`config.mk`:
```
export PLATFORM = sky130hd
export DESIGN_NAME = instruction_fetch_unit
export DESIGN_NICKNAME = d
export VERILOG_FILES = /design/src/rtl/fetch_pkg.sv /design/src/rtl/pc_next_unit.sv /design/src/rtl/instruction_fetch_unit.sv
export SDC_FILE = /design/constraint.sdc
export NUM_CORES = 1
export LEC_CHECK = 0
export CORE_UTILIZATION = 40
export CTS_BUF_LIST = sky130_fd_sc_hd__clkbuf_4 sky130_fd_sc_hd__clkbuf_8 sky130_fd_sc_hd__clkbuf_16
export CTS_CLUSTER_SIZE = 14
export DETAILED_ROUTE_END_ITERATION = 10
export PLACE_DENSITY_LB_ADDON = 0.1
export SETUP_SLACK_MARGIN = 0.15
export SLEW_MARGIN = 15
export SYNTH_ARGS = -nofsm -noshare
export SYNTH_HDL_FRONTEND = slang
export SYNTH_SLANG_ARGS = --single-unit
```
`constraint.sdc`:
```
create_clock -name Clock -period 18.7 [get_ports Clock]
set_clock_uncertainty 0.2 [all_clocks]
set_input_delay 3.74 -clock Clock [delete_from_list [all_inputs] [get_ports Clock]]
set_output_delay 3.74 -clock Clock [all_outputs]
set_load 0.03 [all_outputs]
```
`src/rtl/fetch_pkg.sv`:
```
// Shared types and constants for the instruction fetch unit.
package fetch_pkg;

  // Fetch FSM states.
  typedef enum logic {
    IDLE = 1'b0,
    WAIT = 1'b1
  } fetch_state_t;

  // Next-PC source encodings carried on PC_Select.
  typedef enum logic [1:0] {
    PCSEL_SEQ    = 2'b00,
    PCSEL_BRANCH = 2'b01,
    PCSEL_REG    = 2'b10,
    PCSEL_HOLD   = 2'b11
  } pc_sel_t;

  // Instruction word presented after reset and on a fetch timeout.
  localparam logic [31:0] DEFAULT_NOP_WORD = 32'h0000_0000;

endpackage

```
`src/rtl/pc_next_unit.sv`:
```
// PC register, return-address register, next-PC mux and the one-entry
// pending-update buffer used while a fetch is outstanding.
module pc_next_unit
  import fetch_pkg::*;
#(
  parameter int unsigned            ADDR_WIDTH = 32,
  parameter logic [ADDR_WIDTH-1:0]  RESET_PC   = '0,
  parameter int unsigned            PC_STEP    = 4
) (
  input  logic                  clk,
  input  logic                  rst,
  input  logic                  fetch_idle,
  input  logic                  pc_enable,
  input  logic [1:0]            pc_select,
  input  logic [ADDR_WIDTH-1:0] branch_target,
  input  logic [ADDR_WIDTH-1:0] register_target,
  output logic [ADDR_WIDTH-1:0] pc,
  output logic [ADDR_WIDTH-1:0] pc_temp
);

  localparam logic [ADDR_WIDTH-1:0] STEP = ADDR_WIDTH'(PC_STEP);

  pc_sel_t                 req_sel;
  logic [ADDR_WIDTH-1:0]   req_target;
  logic                    pend_valid;
  pc_sel_t                 pend_sel;
  logic [ADDR_WIDTH-1:0]   pend_target;
  logic                    apply_now;
  pc_sel_t                 apply_sel;
  logic [ADDR_WIDTH-1:0]   apply_target;
  logic [ADDR_WIDTH-1:0]   next_pc;
  logic                    pc_update;

  // Pick the update source: a live request in IDLE beats a buffered one.
  always_comb begin
    req_sel      = pc_sel_t'(pc_select);
    req_target   = (req_sel == PCSEL_BRANCH) ? branch_target : register_target;
    apply_now    = 1'b0;
    apply_sel    = req_sel;
    apply_target = req_target;
    if (fetch_idle) begin
      if (pc_enable) begin
        apply_now = 1'b1;
      end else if (pend_valid) begin
        apply_now    = 1'b1;
        apply_sel    = pend_sel;
        apply_target = pend_target;
      end
    end
    case (apply_sel)
      PCSEL_SEQ:    next_pc = pc + STEP;
      PCSEL_BRANCH: next_pc = apply_target;
      PCSEL_REG:    next_pc = apply_target;
      default:      next_pc = pc;
    endcase
    pc_update = apply_now && (apply_sel != PCSEL_HOLD);
  end

  // PC/PC_Temp update and pending buffer capture (last request wins).
  always_ff @(posedge clk or posedge rst) begin
    if (rst) begin
      pc          <= RESET_PC;
      pc_temp     <= RESET_PC + STEP;
      pend_valid  <= 1'b0;
      pend_sel    <= PCSEL_HOLD;
      pend_target <= '0;
    end else begin
      if (pc_update) begin
        pc      <= next_pc;
        pc_temp <= next_pc + STEP;
      end
      if (fetch_idle) begin
        pend_valid <= 1'b0;
      end else if (pc_enable) begin
        pend_valid  <= 1'b1;
        pend_sel    <= req_sel;
        pend_target <= req_target;
      end
    end
  end

endmodule

```
`src/rtl/instruction_fetch_unit.sv`:
```
// Instruction fetch unit: fetch FSM, memory wait counter with timeout,
// and the Instruction register feeding the control signal generator.
module instruction_fetch_unit
  import fetch_pkg::*;
#(
  parameter int unsigned            ADDR_WIDTH = 32,
  parameter logic [ADDR_WIDTH-1:0]  RESET_PC   = '0,
  parameter int unsigned            PC_STEP    = 4,
  parameter int unsigned            MAX_WAIT   = 15,
  parameter logic [31:0]            NOP_WORD   = DEFAULT_NOP_WORD
) (
  input  logic                  Clock,
  input  logic                  Reset,
  input  logic                  IR_Enable,
  input  logic                  PC_Enable,
  input  logic [1:0]            PC_Select,
  input  logic [ADDR_WIDTH-1:0] Branch_Target,
  input  logic [ADDR_WIDTH-1:0] Register_Target,
  output logic [ADDR_WIDTH-1:0] Mem_Address,
  output logic                  Mem_Read_Req,
  input  logic                  Mem_Ready,
  input  logic [31:0]           Mem_Read_Data,
  output logic [31:0]           Instruction,
  output logic                  Instruction_Valid,
  output logic                  Fetch_Busy,
  output logic [ADDR_WIDTH-1:0] PC,
  output logic [ADDR_WIDTH-1:0] PC_Temp,
  output logic                  Fetch_Timeout
);

  localparam int CNT_W = $clog2(MAX_WAIT + 1);
  localparam logic [CNT_W-1:0] CNT_LAST = CNT_W'(MAX_WAIT - 1);

  fetch_state_t      state, next_state;
  logic              start_fetch;
  logic              take_data;
  logic              take_timeout;
  logic [CNT_W-1:0]  wait_cnt;

  pc_next_unit #(
    .ADDR_WIDTH (ADDR_WIDTH),
    .RESET_PC   (RESET_PC),
    .PC_STEP    (PC_STEP)
  ) u_pc_next (
    .clk             (Clock),
    .rst             (Reset),
    .fetch_idle      (state == IDLE),
    .pc_enable       (PC_Enable),
    .pc_select       (PC_Select),
    .branch_target   (Branch_Target),
    .register_target (Register_Target),
    .pc              (PC),
    .pc_temp         (PC_Temp)
  );

  // The request is exactly the WAIT state, so reset drops it immediately.
  assign Mem_Read_Req = (state == WAIT);
  assign Fetch_Busy   = (state == WAIT);

  // State register.
  always_ff @(posedge Clock or posedge Reset) begin
    if (Reset) begin
      state <= IDLE;
    end else begin
      state <= next_state;
    end
  end

  // Next state and fetch events; Mem_Ready wins over a same-cycle timeout.
  always_comb begin
    next_state   = state;
    start_fetch  = 1'b0;
    take_data    = 1'b0;
    take_timeout = 1'b0;
    case (state)
      IDLE: begin
        if (IR_Enable) begin
          start_fetch = 1'b1;
          next_state  = WAIT;
        end
      end
      WAIT: begin
        if (Mem_Ready) begin
          take_data  = 1'b1;
          next_state = IDLE;
        end else if (wait_cnt == CNT_LAST) begin
          take_timeout = 1'b1;
          next_state   = IDLE;
        end
      end
      default: next_state = IDLE;
    endcase
  end

  // Address latch, wait counter, Instruction register and sticky timeout.
  always_ff @(posedge Clock or posedge Reset) begin
    if (Reset) begin
      Mem_Address       <= RESET_PC;
      Instruction       <= NOP_WORD;
      Instruction_Valid <= 1'b0;
      Fetch_Timeout     <= 1'b0;
      wait_cnt          <= '0;
    end else begin
      Instruction_Valid <= take_data | take_timeout;
      if (start_fetch) begin
        Mem_Address <= PC;
        wait_cnt    <= '0;
      end else if (state == WAIT) begin
        wait_cnt <= wait_cnt + CNT_W'(1);
      end
      if (take_data) begin
        Instruction <= Mem_Read_Data;
      end else if (take_timeout) begin
        Instruction   <= NOP_WORD;
        Fetch_Timeout <= 1'b1;
      end
    end
  end

endmodule

```
==> results.md, run 1 <==
* Status: finished clean
* Net count after synthesis at 1128
* Hold Violations, Final at 0
* Area of the core at 23500 um2
* Max-Slew Margin vs Limit at 26.6%
* Global routing met3 resource utilization at 6.03%
* Achievable Freq at 115 MHz
* Count of buffers from port buffering at 234
* Max Buffers Root-to-Sink at 2
* TritonCTS clock tree: yes
* Detail-routed via count per cell at 5.63
* Type of the most critical hold path: flop to flop
* Cell row count at 56
* Worst slack at placement at 9.69 ns
* Setup repair after global routing missed its margin: no
* # DRC at 0
* Final Setup Violations at 0
* Worst flop-to-flop path startpoint: Fetch_Busy$_DFF_PP0_
* Flip-flop and latch count after synthesis at 168
* Most used routing layer in global routing: met1
* Worst path slowest cell: nor2b_1
* Commonest non-fill, non-tap cell in the layout: clkdlybuf4s50_1
* Vias after detailed routing at 8643
* Tightest Pin Transition at 1.10 ns
* Initial antenna violation count at 0
* Library cell appearing most often on the critical path: buf_4
* Overall die area at 24700 um2
* H-Tree Depth at 4
* Worst setup slack after layout at 10.04 ns
* Dominant delay contributor by cell family on the critical path: simple AND/OR/NAND/NOR gates
* Number of enable flip-flop cells after synthesis at 0
* Register area share after synthesis at 43.8%
* Initial Util at 40.8%
* Antenna Cells at 0
* Setup Crit Path Kind: input pin to flop
* Max-slew violation total from the final report at 0
* Critical path startpoint category: input pin
* Grt total ovfl at 0
* Synthesis-to-finish area growth at 32.2%
* Remaining antenna violation count at 0
* Gate count of the mapped netlist at 1019
* Setup bufs post-CTS at 0
* CTS resizes at 0
* Clk sink count at 168
* Final-layout fill cell count at 2196
* Final core occ at 54.0%
* Met1 routing resource usage after global routing at 37.7%
* Delay of the slowest cell on the worst path at 0.75 ns
* Cells along the critical path: clkdlybuf4s50_1, or3b_2, buf_4, mux2i_1, inv_1, ha_1, buf_4, nor2b_1, o21ai_0, o221ai_2, o311ai_1, nor4_4, nand3_2, or4_1, nand3_1
* Crit Path Max Fanout at 65
* Vias in the first global route at 8065
* LEAKAGE at 0.00518 uW
* Flop2flop setup slack at 13.25 ns
* Met2 Usage GRT at 35.0%
* Pin count of the biggest net entering global routing at 103
* Root buffer cell: clkbuf_16
* Height of the chip at 157 um
* Post-Syn Area per Cell at 9.43 um2
* Signal arrival time at the worst endpoint at 8.83 ns
* First-pass GRT wire length at 46900 um
* Clk_lat worst skew at 0.43 ns
* Highest ir drop seen on vdd at 0.0000623 V
* Iteration count of the initial detailed-routing pass at 6
* Max-cap check violation count at 0
* Violation count after the first detailed-route iteration at 697
* Number of top-level pins at 235
* NumNets Final at 1311
* Crit path buf inv count at 4
* Count of unique library cells instantiated by Yosys at 87
* Post-detailed-placement half-perimeter wirelength at 21300 um
* Count of warnings emitted by yosys at 0
* Part of the cycle the worst path needs at 46.3%
* Fraction of layout cells with a size suffix above 1 at 10.6%
* Post-layout min period at 8.66 ns
* Weighted congestion at the end of routability-driven global placement at 0.909
* Gr usage total at 24.9%
* Fraction of registers with async set or reset after synthesis at 100%
* Post-DR wirelength/cell at 19.6 um
* Routed Wire Length at 30000 um
* Total CTS buffers at 17
* Worst setup startpoint: PC_Enable
* Pwr Density at 146 nW/um2
* Clk pin slew, worst setup/hold paths at 0.07 ns
* Width of the die at 157 um
* Number of hold buffers added after cts at 0
* Required time of the critical path at 18.86 ns
* Endpoint class of the critical path: flop
* Startpoint of the most critical hold path: u_pc_next.pc_temp[2]$_DFFE_PP1P_
* Synth Flop Type: dfrtp_1
* Cell area after synthesis at 9610 um2
* Most frequent cells in the layout: 234 x clkdlybuf4s50_1, 165 x dfrtp_1, 97 x o21ai_0, 95 x nand2_1, 85 x a21oi_1
* Final setup TNS at 0 ns
## power breakdown
part | switching [uW] | internal [uW] | total (uW)
clock | 168 | 230 | 398
sequential | 140 | 492 | 631
combinational | 480 | 341 | 821
## worst min-delay path, delay by kind of cell (launching register included)
| kind | cells | cell delay, ns |
|---|---|---|
| and+or+nand+nor | 2 | 0.09 |
| DFF | 1 | 0.37 |
## registers in the layout, indices dropped and copies added, names as in the netlist, named ones only
signal	count
u_pc_next.pend_sel	2
u_pc_next.pend_target	32
Instruction	32
u_pc_next.pc_temp	30
wait_cnt	4
Instruction_Valid	1
u_pc_next.pc	30
Mem_Address	32
Fetch_Timeout	1
Fetch_Busy	1
u_pc_next.pend_valid	1
## metal layers
| metal | part of all wire, % | wire length (um) |
|---|---|---|
| met1 | 48 | 14500 |
| met2 | 42 | 12700 |
| met3 | 7.9 | 2370 |
| met4 | 1.4 | 418 |
| met5 | 0 | 0 |
## cell type report
type                       instances  area [um2]  area share (%)
sequential                       168        4210            33.1
inverter                          20        80.1           0.630
tap                              319         399            3.14
clock inverter                    15         230            1.81
multi-input combinational        750        4940            38.9
timing repair buffer             245        2420            19.1
clock buffer                      17         425            3.35
## Yosys cell counts, types with 6 or more instances
| cell type | n | area share, % |
|---|---|---|
| mux2_2 | 39 | 4.6 |
| nand3_1 | 29 | 1.5 |
| mux2i_1 | 27 | 2.8 |
| or4_1 | 6 | 0.47 |
| a31oi_1 | 13 | 0.85 |
| o31a_1 | 9 | 0.82 |
| a21oi_1 | 85 | 4.4 |
| nor4_1 | 11 | 0.72 |
| nor3_1 | 13 | 0.68 |
| inv_1 | 20 | 0.78 |
| o31ai_1 | 16 | 1.2 |
| o21ai_1 | 7 | 0.36 |
| nor2_1 | 76 | 3.0 |
| buf_4 | 10 | 0.78 |
| buf_2 | 19 | 0.99 |
| and4_1 | 10 | 0.91 |
| and2_1 | 9 | 0.59 |
| o21a_1 | 7 | 0.55 |
| ha_1 | 6 | 0.78 |
| and3_1 | 12 | 0.78 |
| nand4_1 | 10 | 0.65 |
| a22o_1 | 32 | 2.9 |
| clkbuf_1 | 43 | 1.7 |
| o21ai_0 | 97 | 5.0 |
| a211oi_1 | 9 | 0.70 |
| dfrtp_1 | 165 | 43 |
| xnor2_1 | 10 | 0.91 |
| xor2_1 | 7 | 0.64 |
| or3_1 | 7 | 0.46 |
| nand2_1 | 95 | 3.7 |
## metrics by stage
step | power [uW] | std cells | hold slack (ns) | area (um2)
after global routing | 1950 | 1534 | 0.273 | 12700
after global placement | 1450 | 1502 | 0.250 | 12100
after floorplan | 1110 | 1019 | 0.272 | 9610
after detailed placement | 1460 | 1502 | 0.252 | 12100
after CTS | 1860 | 1534 | 0.262 | 12700
final | 1850 | 1534 | 0.262 | 12700
## worst paths after layout
path | to | cells after the start
setup / recovery | u_pc_next.pc_temp[19]$_DFFE_PP0P_ | 15
hold / removal | u_pc_next.pc_temp[2]$_DFFE_PP1P_ | 2
setup reg to reg | u_pc_next.pc_temp[19]$_DFFE_PP0P_ | 14
hold reg to reg | u_pc_next.pc_temp[2]$_DFFE_PP1P_ | 2
max in group asynchronous | Mem_Address[6]$_DFFE_PP0P_ | 3
min in group asynchronous | Mem_Address[21]$_DFFE_PP0P_ | 2
## cells by family after synthesis
logic type	share of synthesized area, %
AND/OR/NAND/NOR	18.5
flip-flops	43.8
adder cells (fa/ha/maj)	0.781
AO/OA/AOI/OAI	22.9
XOR/XNOR	1.55
multiplexers	7.38
buffers and inverters	5.05
(Power assumes the default switching activity.)
==> run 2, diff against run 1 <==
==> constraint.sdc (replaced) <==
create_clock -name Clock -period 7.87 [get_ports Clock]
set_clock_uncertainty 0.2 [all_clocks]
set_input_delay 1.574 -clock Clock [delete_from_list [all_inputs] [get_ports Clock]]
set_output_delay 1.574 -clock Clock [all_outputs]
set_load 0.03 [all_outputs]
==> run 2 against run 1 <==
Highest routed layer unchanged. Setup slack lost 8.2 ns. Die area unchanged. Critical endpoint unchanged. Clock-buffer cell count stayed put.
==> results.md, run 2 (synthesis gave the netlist of run 1 again) <==
* Status: finished clean
* Final core occ at 53.7% (-0.27 points)
* Max-Slew Margin vs Limit at 25.6% (-1.0 points)
* Fraction of layout cells with a size suffix above 1 at 10.8% (+0.15 points)
* Type of the most critical hold path: flop to flop
* Count of buffers from port buffering at 234 (unchanged)
* Signal arrival time at the worst endpoint at 6.21 ns (-2.62 ns)
* Height of the chip at 157 um (unchanged)
* Number of top-level pins at 235 (unchanged)
* LEAKAGE at 0.00515 uW (-0.59%)
* Synthesis-to-finish area growth at 31.5%
* Final setup TNS at 0 ns (unchanged)
* Instance area at placement at 12100 um2 (+0.12%)
* Worst slack at placement at 1.40 ns (-8.29 ns)
* Gr usage total at 24.9% (+0.046 points)
* Width of the die at 157 um (unchanged)
* Detail-routed via count per cell at 5.65 (+0.31%)
* Weighted congestion at the end of routability-driven global placement at 0.898 (-1.2%)
* Most frequent cells in the layout: 234 x clkdlybuf4s50_1, 165 x dfrtp_1, 97 x o21ai_0, 95 x nand2_1, 85 x a21oi_1
* # DRC at 0 (unchanged)
* Iteration count of the initial detailed-routing pass at 5 (-1)
* Clk sink count at 168 (unchanged)
* Clk pin slew, worst setup/hold paths at 0.07 ns (about the same)
* Max-slew violation total from the final report at 0 (unchanged)
* Post-detailed-placement half-perimeter wirelength at 21700 um (+1.9%)
* Initial antenna violation count at 0 (unchanged)
* Final instance area at 12600 um2 (-0.50%)
* Registers with the highest flip-flop counts: Instruction (32), Mem_Address (32), u_pc_next.pend_target (32)
* Antenna Cells at 0 (unchanged)
* Remaining antenna violation count at 0 (unchanged)
* First-pass GRT wire length at 46700 um (-0.40%)
* Vias after detailed routing at 8681 (+0.44%)
* Commonest non-fill, non-tap cell in the layout: clkdlybuf4s50_1
* Post-DR wirelength/cell at 19.6 um (+0.15%)
* Crit Path Max Fanout at 47 (-28%)
* Worst hold slack at 0.259 ns (-0.00324 ns)
* Achievable Freq at 166 MHz
* Violation count after the first detailed-route iteration at 843 (+21%)
* Area of the core at 23500 um2 (unchanged)
* Pwr Density at 339 nW/um2 (+130%)
* Hold-critical path depth at 2 (unchanged)
* Clk_lat worst skew at 0.43 ns (about the same)
* Initial Util at 40.8% (unchanged)
* Highest ir drop seen on vdd at 0.000143 V (+130%)
* Setup bufs post-CTS at 0 (unchanged)
* Routed Wire Length at 30100 um (+0.28%)
* Setup Crit Path Kind: input pin to flop
* Cell row count at 56 (unchanged)
* Critical path startpoint category: input pin
* Post-layout min period at 6.04 ns
* TritonCTS clock tree: yes
* Final Setup Violations at 0 (unchanged)
* Overall die area at 24700 um2 (unchanged)
* Max-cap check violation count at 0 (unchanged)
* Root buffer cell: clkbuf_16
* NumNets Final at 1313 (+0.15%)
* Pin count of the biggest net entering global routing at 73 (-29%)
* Endpoint class of the critical path: flop
* Total CTS buffers at 17 (unchanged)
* Tightest Pin Transition at 1.11 ns (+0.0150 ns)
* Vias in the first global route at 7978 (-1.1%)
* Max Buffers Root-to-Sink at 2 (unchanged)
* Worst setup slack after layout at 1.83 ns (-8.21 ns)
* H-Tree Depth at 4 (unchanged)
* Register-to-Register Path Depth at 13 (-1)
* Hold Violations, Final at 0 (unchanged)
* Grt total ovfl at 0 (unchanged)
* Multi-input gate area in the final layout at 4940 um2 (unchanged)
* Final-layout fill cell count at 2236 (+1.8%)
* Setup repair after global routing missed its margin: no
* Required time of the critical path at 8.04 ns (-10.82 ns)
* Part of the cycle the worst path needs at 76.8%
* Storage element area at 4210 um2 (unchanged)
* Number of hold buffers added after cts at 0 (unchanged)
* CTS resizes at 0 (unchanged)
-- run 2: worst max-delay path, cell delays in order --
cell and delay [ns]:
clkdlybuf4s50_1 0.49, or3b_2 0.53, mux2i_1 0.23, inv_1 0.07, ha_1 0.21, buf_4 0.28, nor2b_1 0.70, o21ai_0 0.26
o221ai_2 0.30, o311ai_1 0.21, nor4_4 0.52, nand3_2 0.21, or4_1 0.54, nand3_1 0.09
-- run 2: where the power goes --
group          leakage (uW)  switching, uW  internal (uW)
Combinational       0.00282           1140            812
Clock              0.000279            414            424
Sequential          0.00205            332           1170
-- run 2: cell type report --
cell class	instances	share of cell area, %
Clock buffer	17	3.36
Clock inverter	15	1.20
Inverter	20	0.633
Multi-Input combinational cell	750	39.1
Sequential cell	168	33.3
Tap cell	319	3.16
Timing Repair Buffer	247	19.3
-- run 2: final timing paths --
check	slack [ns]	end	from
setup / recovery	1.83	u_pc_next.pc_temp[19]$_DFFE_PP0P_	PC_Enable
hold / removal	0.26	u_pc_next.pc_temp[2]$_DFFE_PP1P_	u_pc_next.pc_temp[2]$_DFFE_PP1P_
setup reg to reg	2.87	u_pc_next.pc_temp[19]$_DFFE_PP0P_	Fetch_Busy$_DFF_PP0_
hold reg to reg	0.26	u_pc_next.pc_temp[2]$_DFFE_PP1P_	u_pc_next.pc_temp[2]$_DFFE_PP1P_
max in group asynchronous	4.91	u_pc_next.pend_target[30]$_DFFE_PP0P_	Reset
min in group asynchronous	1.42	Mem_Address[21]$_DFFE_PP0P_	Reset
-- run 2: per-layer routing --
metal	track usage (%)	vias to the layer above	routed length (um)
met1	38.8	4149	14700
met5	0	-	0
met4	6.52	0	379
li1	-	4126	-
met3	4.46	29	2200
met2	34.8	377	12800
-- run 2: stage by stage --
step	power, uW	instances
6_report	4290	1536
5_1_grt	4520	1536
4_1_cts	4310	1536
3_5_place_dp	3470	1504
3_3_place_gp	3450	1504
2_1_floorplan	2630	1019
